## src/rtl/vga_sync_receiver.sv

```systemverilog
// ---------------------------------------------------------------------------
// vga_sync_receiver
//
// Sink end of the board's VGA timing interface. Registers HSync, VSync and
// the 9-bit beam colour, recovers the beam column/row from the sync edges,
// checks that every line and frame has the expected timing, and reports lock.
// While locked it captures the colour at one probe coordinate once per frame.
//
// Ports
//   i_Clk          pixel clock
//   i_Rst_L        asynchronous reset, active low
//   i_HSync        horizontal sync, active low
//   i_VSync        vertical sync, active low
//   i_Rgb          {R[2:0],G[2:0],B[2:0]} beam colour
//   i_Probe_Col    column to sample
//   i_Probe_Row    row to sample
//   o_Column       recovered column of the pixel held in the input register
//   o_Row          recovered row of that pixel
//   o_Active       pixel is on screen and timing is locked
//   o_Locked       timing locked
//   o_Frame_Start  1-cycle pulse when the counters wrap to (0,0) while locked
//   o_Line_Err     1-cycle pulse, HSync edge at an unexpected column
//   o_Frame_Err    1-cycle pulse, VSync fall at an unexpected row
//   o_Probe_Color  last captured probe colour (held)
//   o_Probe_Valid  1-cycle pulse when o_Probe_Color is updated
//   o_Frame_Count  number of locked frames seen, wraps 255 -> 0
// ---------------------------------------------------------------------------
module vga_sync_receiver #(
    parameter int H_ACTIVE    = 640,
    parameter int H_FPORCH    = 16,
    parameter int H_PULSE     = 96,
    parameter int H_MAX       = 800,
    parameter int V_ACTIVE    = 480,
    parameter int V_FPORCH    = 10,
    parameter int V_MAX       = 525,
    parameter int LOCK_FRAMES = 2
) (
    input  logic       i_Clk,
    input  logic       i_Rst_L,
    input  logic       i_HSync,
    input  logic       i_VSync,
    input  logic [8:0] i_Rgb,
    input  logic [9:0] i_Probe_Col,
    input  logic [9:0] i_Probe_Row,
    output logic [9:0] o_Column,
    output logic [9:0] o_Row,
    output logic       o_Active,
    output logic       o_Locked,
    output logic       o_Frame_Start,
    output logic       o_Line_Err,
    output logic       o_Frame_Err,
    output logic [8:0] o_Probe_Color,
    output logic       o_Probe_Valid,
    output logic [7:0] o_Frame_Count
);

    localparam logic [9:0]  COL_LAST  = 10'(H_MAX - 1);
    localparam logic [9:0]  COL_FALL  = 10'(H_ACTIVE + H_FPORCH);
    localparam logic [9:0]  COL_LOAD  = 10'(H_ACTIVE + H_FPORCH + 1);
    localparam logic [9:0]  COL_RISE  = 10'(H_ACTIVE + H_FPORCH + H_PULSE);
    localparam logic [9:0]  COL_VIS   = 10'(H_ACTIVE);
    localparam logic [9:0]  ROW_LAST  = 10'(V_MAX - 1);
    localparam logic [9:0]  ROW_VS    = 10'(V_ACTIVE + V_FPORCH - 1);
    localparam logic [9:0]  ROW_VIS   = 10'(V_ACTIVE);
    localparam logic [3:0]  LOCK_N    = 4'(LOCK_FRAMES);
    localparam logic [11:0] LOS_LIMIT = 12'(2 * H_MAX);

    typedef enum logic [1:0] {
        SEARCH = 2'd0,
        LINE   = 2'd1,
        CHECK  = 2'd2,
        LOCKED = 2'd3
    } state_t;

    state_t      state_q, state_d;
    logic        hs_q, hs_d, vs_q, vs_d;
    logic        hs_prev_q, hs_prev_d, vs_prev_q, vs_prev_d;
    logic [8:0]  rgb_q, rgb_d;
    logic [9:0]  col_q, col_d, row_q, row_d;
    logic [3:0]  good_cnt_q, good_cnt_d;
    logic [11:0] los_cnt_q, los_cnt_d;
    logic        locked_q, locked_d;
    logic        frame_start_q, frame_start_d;
    logic        line_err_q, line_err_d;
    logic        frame_err_q, frame_err_d;
    logic [8:0]  probe_color_q, probe_color_d;
    logic        probe_valid_q, probe_valid_d;
    logic [7:0]  frame_count_q, frame_count_d;

    logic        hs_fall, hs_rise, vs_fall;
    logic        col_wrap, frame_wrap, checking, los, active, probe_hit;
    logic [3:0]  good_inc;

    // Edge detection, wrap detection and error classification.
    // Only CHECK and LOCKED judge the timing; earlier states are still
    // acquiring alignment so their mismatches are expected.
    always_comb begin
        hs_fall    = hs_prev_q & ~hs_q;
        hs_rise    = ~hs_prev_q & hs_q;
        vs_fall    = vs_prev_q & ~vs_q;
        col_wrap   = (col_q == COL_LAST);
        frame_wrap = col_wrap && (row_q == ROW_LAST);
        checking   = (state_q == CHECK) || (state_q == LOCKED);
        line_err_d = checking && ((hs_fall && (col_q != COL_FALL)) ||
                                  (hs_rise && (col_q != COL_RISE)));
        frame_err_d = checking && vs_fall && (row_q != ROW_VS);
        los        = (state_q != SEARCH) && (los_cnt_q == LOS_LIMIT);
        active     = (col_q < COL_VIS) && (row_q < ROW_VIS) && locked_q;
        probe_hit  = active && (col_q == i_Probe_Col) && (row_q == i_Probe_Row);
        good_inc   = good_cnt_q + 4'd1;
    end

    // Beam counters. An HSync fall realigns the column in every state, even
    // when it is the edge that raised a line error, so resync starts at once.
    // A VSync fall realigns the row once a line has been seen, and wins over
    // the row increment from a simultaneous column wrap.
    always_comb begin
        hs_d      = i_HSync;
        vs_d      = i_VSync;
        hs_prev_d = hs_q;
        vs_prev_d = vs_q;
        rgb_d     = i_Rgb;

        col_d = col_wrap ? 10'd0 : col_q + 10'd1;
        if (hs_fall) begin
            col_d = COL_LOAD;
        end

        row_d = row_q;
        if (col_wrap) begin
            row_d = (row_q == ROW_LAST) ? 10'd0 : row_q + 10'd1;
        end
        if (vs_fall && (state_q != SEARCH)) begin
            row_d = ROW_VS;
        end

        // Clocks since the last HSync fall, saturating at the loss limit.
        if (hs_fall) begin
            los_cnt_d = 12'd0;
        end else if (los_cnt_q == LOS_LIMIT) begin
            los_cnt_d = los_cnt_q;
        end else begin
            los_cnt_d = los_cnt_q + 12'd1;
        end
    end

    // Lock FSM: find a line, then a frame, then require LOCK_FRAMES clean
    // frame wraps. Any timing error or a missing HSync sends it back to SEARCH.
    always_comb begin
        state_d    = state_q;
        good_cnt_d = good_cnt_q;
        case (state_q)
            SEARCH: begin
                if (hs_fall) begin
                    state_d = LINE;
                end
            end
            LINE: begin
                if (vs_fall) begin
                    state_d    = CHECK;
                    good_cnt_d = 4'd0;
                end
            end
            CHECK: begin
                if (frame_wrap) begin
                    good_cnt_d = good_inc;
                    if (good_inc == LOCK_N) begin
                        state_d = LOCKED;
                    end
                end
            end
            LOCKED: begin
                state_d = LOCKED;
            end
            default: begin
                state_d = SEARCH;
            end
        endcase
        if (line_err_d || frame_err_d || los) begin
            state_d = SEARCH;
        end
    end

    // Lock status, frame bookkeeping and the probe capture.
    always_comb begin
        locked_d      = (state_d == LOCKED);
        frame_start_d = frame_wrap && locked_q;
        frame_count_d = frame_count_q + {7'd0, frame_start_d};
        probe_valid_d = probe_hit;
        probe_color_d = probe_hit ? rgb_q : probe_color_q;
    end

    // Sync samples reset to the idle-high level so that no phantom edge is
    // seen in the first cycles after reset.
    always_ff @(posedge i_Clk or negedge i_Rst_L) begin
        if (!i_Rst_L) begin
            state_q       <= SEARCH;
            hs_q          <= 1'b1;
            vs_q          <= 1'b1;
            hs_prev_q     <= 1'b1;
            vs_prev_q     <= 1'b1;
            rgb_q         <= 9'd0;
            col_q         <= 10'd0;
            row_q         <= 10'd0;
            good_cnt_q    <= 4'd0;
            los_cnt_q     <= 12'd0;
            locked_q      <= 1'b0;
            frame_start_q <= 1'b0;
            line_err_q    <= 1'b0;
            frame_err_q   <= 1'b0;
            probe_color_q <= 9'd0;
            probe_valid_q <= 1'b0;
            frame_count_q <= 8'd0;
        end else begin
            state_q       <= state_d;
            hs_q          <= hs_d;
            vs_q          <= vs_d;
            hs_prev_q     <= hs_prev_d;
            vs_prev_q     <= vs_prev_d;
            rgb_q         <= rgb_d;
            col_q         <= col_d;
            row_q         <= row_d;
            good_cnt_q    <= good_cnt_d;
            los_cnt_q     <= los_cnt_d;
            locked_q      <= locked_d;
            frame_start_q <= frame_start_d;
            line_err_q    <= line_err_d;
            frame_err_q   <= frame_err_d;
            probe_color_q <= probe_color_d;
            probe_valid_q <= probe_valid_d;
            frame_count_q <= frame_count_d;
        end
    end

    assign o_Column      = col_q;
    assign o_Row         = row_q;
    assign o_Active      = active;
    assign o_Locked      = locked_q;
    assign o_Frame_Start = frame_start_q;
    assign o_Line_Err    = line_err_q;
    assign o_Frame_Err   = frame_err_q;
    assign o_Probe_Color = probe_color_q;
    assign o_Probe_Valid = probe_valid_q;
    assign o_Frame_Count = frame_count_q;

endmodule

```

## config.mk

```make
export PLATFORM = sky130hd
export DESIGN_NAME = vga_sync_receiver
export DESIGN_NICKNAME = d
export VERILOG_FILES = /design/src/rtl/vga_sync_receiver.sv
export SDC_FILE = /design/constraint.sdc
export NUM_CORES = 1
export LEC_CHECK = 0
export ABC_AREA = 1
export CAP_MARGIN = 10
export CORE_ASPECT_RATIO = 1.2
export CORE_MARGIN = 10
export CORE_UTILIZATION = 43
export DETAILED_ROUTE_END_ITERATION = 12
export DONT_BUFFER_PORTS = 1
export SLEW_MARGIN = 20
export SYNTH_ARGS = -nofsm -noshare
export SYNTH_HDL_FRONTEND = slang
export SYNTH_SLANG_ARGS = --single-unit
```

## constraint.sdc

```tcl
create_clock -name i_Clk -period 3.2 [get_ports i_Clk]
set_clock_uncertainty 0.15 [all_clocks]
set_input_delay 0.64 -clock i_Clk [delete_from_list [all_inputs] [get_ports i_Clk]]
set_output_delay 0.64 -clock i_Clk [all_outputs]
set_load 0.03 [all_outputs]
```

# Word level (Yosys, flattened, before mapping)
# Cells that the tools add are included.
dict set report totals {
  reg_bits 73
  in_bits 33
  output_inout_bits 43
  word_cells 84
}
dict set report op_classes {
  addsub 5
  n_lt_le_gt_ge 2
  eq_ne 16
  mux 16
  bitwise 6
  reduce_logical 22
}
# operator n
set ops {}
lappend ops {{$mux W10} 5}
lappend ops {{$mux W12} 2}
lappend ops {{$add A10 B1 Y10 const B} 2}
lappend ops {{$eq A10 B10 Y1} 2}
lappend ops {{$eq A10 B10 Y1 const B} 2}
lappend ops {{$ne A10 B10 Y1 const B} 2}
lappend ops {{$logic_and A1 B1 Y1} 13}
lappend ops {{$add A12 B1 Y12 const B} 1}
lappend ops {{$eq A12 B11 Y1 const B} 1}
lappend ops {{$lt A10 B10 Y1 const B} 1}
lappend ops {{$lt A10 B9 Y1 const B} 1}
lappend ops {{$mux W2} 5}
lappend ops {{$ne A10 B9 Y1 const B} 1}
lappend ops {{$add A8 B1 Y8} 1}
lappend ops {{$mux W4} 2}
lappend ops {{$pmux W2 S4} 1}
lappend ops {{$pmux W4 S2} 1}
lappend ops {{$eq A2 B2 Y1 const B} 3}
lappend ops {{$ne A2 B2 Y1 const B} 3}
lappend ops {{$reduce_bool A2 Y1} 3}
lappend ops {{$add A4 B1 Y4 const B} 1}
lappend ops {{$eq A4 B2 Y1 const B} 1}
lappend ops {{$logic_or A1 B1 Y1} 4}
lappend ops {{$and A1 B1 Y1} 3}
lappend ops {{other kinds (4)} 6}

# Longest topological paths before layout
dict set report depth {
  depth_word 9
  depth_mapped 13
  mapped_depth_nobuf 12
}

# Worst setup path before layout
# Ideal clock, no wire load.
dict set report synth_timing {
  path_type {register -> register}
  from {register col_q[0], in the netlist o_Column[0]}
  to {register frame_count_q[7], in the netlist o_Frame_Count[7]}
  setup_time_ps 133
  t_arrival_ps 2261
  required_time_ps 2917
  setup_slack_ps 657
  path_stages_with_launch 12
  path_buffers 1
  period_less_slack_ps 2543
  cell_sequence {dfrtp_1 ha_1 nand3_2 clkinv_2 nand3_2 buf_6 nor3b_1 ha_1 nand3_1 nor3_1 nand3_1 xnor2_1}
}
dict set report synth_via {
  elab_chain_len 4
}
# element line_no
set synth_lines {}
lappend synth_lines {{from (decl)} 79} ;# logic [9:0] col_q, col_d, row_q, row_d;
lappend synth_lines {{from (signal assigned)} 221} ;# col_q <= col_d;
lappend synth_lines {{$eq A10 B10 Y1} 101} ;# col_wrap = (col_q == COL_LAST);
lappend synth_lines {{$logic_and A1 B1 Y1} 102} ;# frame_wrap = col_wrap && (row_q == ROW_LAST);
lappend synth_lines {{$logic_and A1 B1 Y1} 187} ;# frame_start_d = frame_wrap && locked_q;
lappend synth_lines {{net frame_start_d} 83} ;# logic frame_start_q, frame_start_d;
lappend synth_lines {{$add A8 B1 Y8} 188} ;# frame_count_d = frame_count_q + {7'd0, frame_start_d};
lappend synth_lines {{net frame_count_d[7]} 88} ;# logic [7:0] frame_count_q, frame_count_d;
lappend synth_lines {{to (signal assigned)} 231} ;# frame_count_q <= frame_count_d;
lappend synth_lines {{to (decl)} 88}
# The timed path passes the listed nets, and every way through them passes these cells.
# A chain may end at the register's enable or synchronous reset.

# Worst setup path in the final report
dict set report layout_timing {
  from {register row_q[9], in the netlist o_Row[9]}
  to {register frame_count_q[7], in the netlist o_Frame_Count[7]}
}
dict set report layout_via {
  elab_chain_len 4
}
# element line_no
set layout_lines {}
lappend layout_lines {{from (decl)} 79}
lappend layout_lines {{from (signal assigned)} 222} ;# row_q <= row_d;
lappend layout_lines {{$eq A10 B10 Y1} 102}
lappend layout_lines {{$logic_and A1 B1 Y1} 102}
lappend layout_lines {{$logic_and A1 B1 Y1} 187}
lappend layout_lines {{net frame_start_d} 83}
lappend layout_lines {{$add A8 B1 Y8} 188}
lappend layout_lines {{net frame_count_d[7]} 88}
# The timed path passes the listed nets, and every way through them passes these cells.

==> metrics.cfg <==
[floorplan]
fp.dieH_um=126.4
core_um2=9129
rows=38
start_util=0.4445
die_w_um=108.7
io_pins=76
dieArea_um2=13740

[setup_path]
crit_path_cell_trace=nand2_1 > nor2_1 > nand3_1 > nor3b_1 > ha_1 > nand3_1 > nor3_1 > nand3_1 > xnor2_1
cpLargestDelayFamily=simple AND/OR/NAND/NOR gates
cpMostUsedCell=nand3_1
critical_path.max_fanout=6
worstPathArrival_ps=2780
crit_cells=9
worstPathRequired_ps=3280
slowest_delay_ps=670
crit_type=register to register
critical_path.slowest_cell=dfrtp_1
start_kind=register
reg2reg_depth=9
worst-path-buf-inv=0
end_kind=register

[sta]
min_period_ps=2702
finalHoldWorstSlack_ps=-0.8714
worst_pin_slew_ps=531.2
tns_ps=0
rsz0062_at_grt=false
fmax_mhz=370.1
hold_violations=5
slew_headroom=0.6459
period_share=0.8443
slew_viol_final=0
setup_violations=0

[clocking]
clk_pin_slew_ps=90
cts_buffer_depth=2
tritoncts=done
root_buffer=clkbuf_8
cts_sinks=73
htree_levels=3
clk_latency_ps=360
cts_resized=0
cts_buffers=9

[logic_synthesis]
ys_types=36
synth_nets=586
synth-edff-count=0
async_flop_share=1.000
syn_inst=542
netlist_area_um2=4058
yosys_most_used_dff=dfrtp_1
avgSynthCellArea_um2=7.486
synth_warnings=0
ys_seq_elements=73
yosysSeqAreaShare=0.4514

[routing]
vias_per_cell=5.012
ant_nets=0
vias=3433
drt_first_pass_iters=4
routedWlPerCell_um=14.68
drc=0
routed_wl_um=10060
drtIter0Drc=224

[placement]
io_buffers=0
post-dp-hpwl_um=7734
placed_area_um2=4268
dp_cells=668
place_congestion=0.9088

[global_route]
grt-ovfl-total=0
grtUsageTotal=0.1506
grt_pass1_vias=3310
antenna_found_initial=0
grt_max_degree=74
grt_first_pass_wirelength_um=16620

[cells_and_area]
fin_util=0.4907
final_cell_mix=nand2_1, inv_1, dfrtp_1
fin_area_um2=4479
layout-drive-gt1-share=0.1186
fill_cells=889
final_common_cell=nand2_1
final_cells=685
seq_area_um2=1832
syn2layout_area_growth_pct=10.39
final_nets=604
multi_input_area_um2=1848
num_antenna_cells=0

[pwr]
powerDensity_nw_per_um2=515.2
total_power_mw=2.308
irDropWorstVdd_v=0.0003293
power.leakage_nw=2.345

[flow_run]
maxCapViolations=0

[status]
violations=hold timing
outcome=finished with violations

[min_path]
min_path_type=input pin to asynchronous set/reset pin

## worst reg2reg max path: cells and delay by family (launching register included)
kind | cells | cell delay [ps]
xor gates and xnor gates | 1 | 160
adders and majority gates | 1 | 240
DFF | 1 | 670
and+or+nand+nor | 7 | 1380
## registers in the layout (all words and copies together) (netlist names)
| signal | flops |
|---|---|
| o_Frame_Start | 1 |
| state_q | 2 |
| vs_prev_d | 1 |
| o_Line_Err | 1 |
| o_Probe_Valid | 1 |
| good_cnt_q | 4 |
| o_Frame_Count | 8 |
| los_cnt_q | 12 |
| o_Frame_Err | 1 |
| hs_prev_q | 1 |
| o_Probe_Color | 9 |
| hs_prev_d | 1 |
| o_Column | 10 |
| o_Row | 10 |
| o_Locked | 1 |
| vs_prev_q | 1 |
| rgb_q | 9 |
## metrics by stage
stage / hold slack [ps] / worst slack, ps
global route: 13.50 / 305.4
CTS: 16.12 / 525.3
detailed placement: 196.8 / 556.1
floorplan: 194.4 / 656.6
global placement: 197.1 / 697.0
finish: -0.8714 / 498.2
## synth_stat cells, types with 9 or more instances
| master | n | area share |
|---|---|---|
| o21ai_0 | 15 | 0.019 |
| nor3_1 | 21 | 0.026 |
| nor2_1 | 49 | 0.045 |
| nand3_1 | 43 | 0.053 |
| xor2_1 | 9 | 0.019 |
| nand2_1 | 163 | 0.15 |
| a21oi_1 | 16 | 0.020 |
| ha_1 | 11 | 0.034 |
| dfrtp_1 | 69 | 0.43 |
| nand4_1 | 9 | 0.014 |
| inv_2 | 10 | 0.0093 |
| inv_1 | 74 | 0.068 |
## logic make-up after synthesis
group | share of synthesized area
AO/OA/AOI/OAI | 0.05211
XOR/XNOR | 0.02590
adder cells (fa/ha/maj) | 0.03392
buffers and inverters | 0.09312
flip-flops | 0.4514
AND/OR/NAND/NOR | 0.3435
## routing by layer
| layer | global-route usage | vias up | part of all wire |
|---|---|---|---|
| met5 | 0 | - | 0 |
| met3 | 0.04154 | 12 | 0.080 |
| met4 | 0.04973 | 0 | 0.018 |
| met2 | 0.2440 | 83 | 0.46 |
| met1 | 0.1882 | 1598 | 0.44 |
| li1 | - | 1740 | - |
## worst paths after layout
path                            startpoint                to  slack (ps)
worst max-delay path              o_Row[9]  o_Frame_Count[7]         500
worst min-delay path               i_Rst_L  o_Frame_Count[4]        -0.9
worst max register to register    o_Row[9]  o_Frame_Count[7]         500
worst min register to register   hs_prev_d         hs_prev_q         220
max in group asynchronous          i_Rst_L         hs_prev_d        2550
min in group i_Clk                 i_VSync         vs_prev_d         120
## layout make-up
type / instances / area share
clock buffers: 9 / 0.02765
inverters: 86 / 0.07263
multi-input cells: 374 / 0.4126
clock inverters: 7 / 0.01341
well taps: 120 / 0.03352
repair buffers: 16 / 0.03128
flip-flops and latches: 73 / 0.4089
## repair_timing
item / 4_1_cts / 5_1_grt
setup buffers: 0 / 0
hold buffers: 1 / 0
endpoints found under the hold margin: 73 / 0
## report_power, final
part	switching [mW]	total, mW	internal, mW
clock network	0.403	0.698	0.295
logic	0.333	0.493	0.160
registers	0.118	1.12	0.999
total	0.854	2.31	1.45
Note: power is estimated with default switching activity, not from simulation.
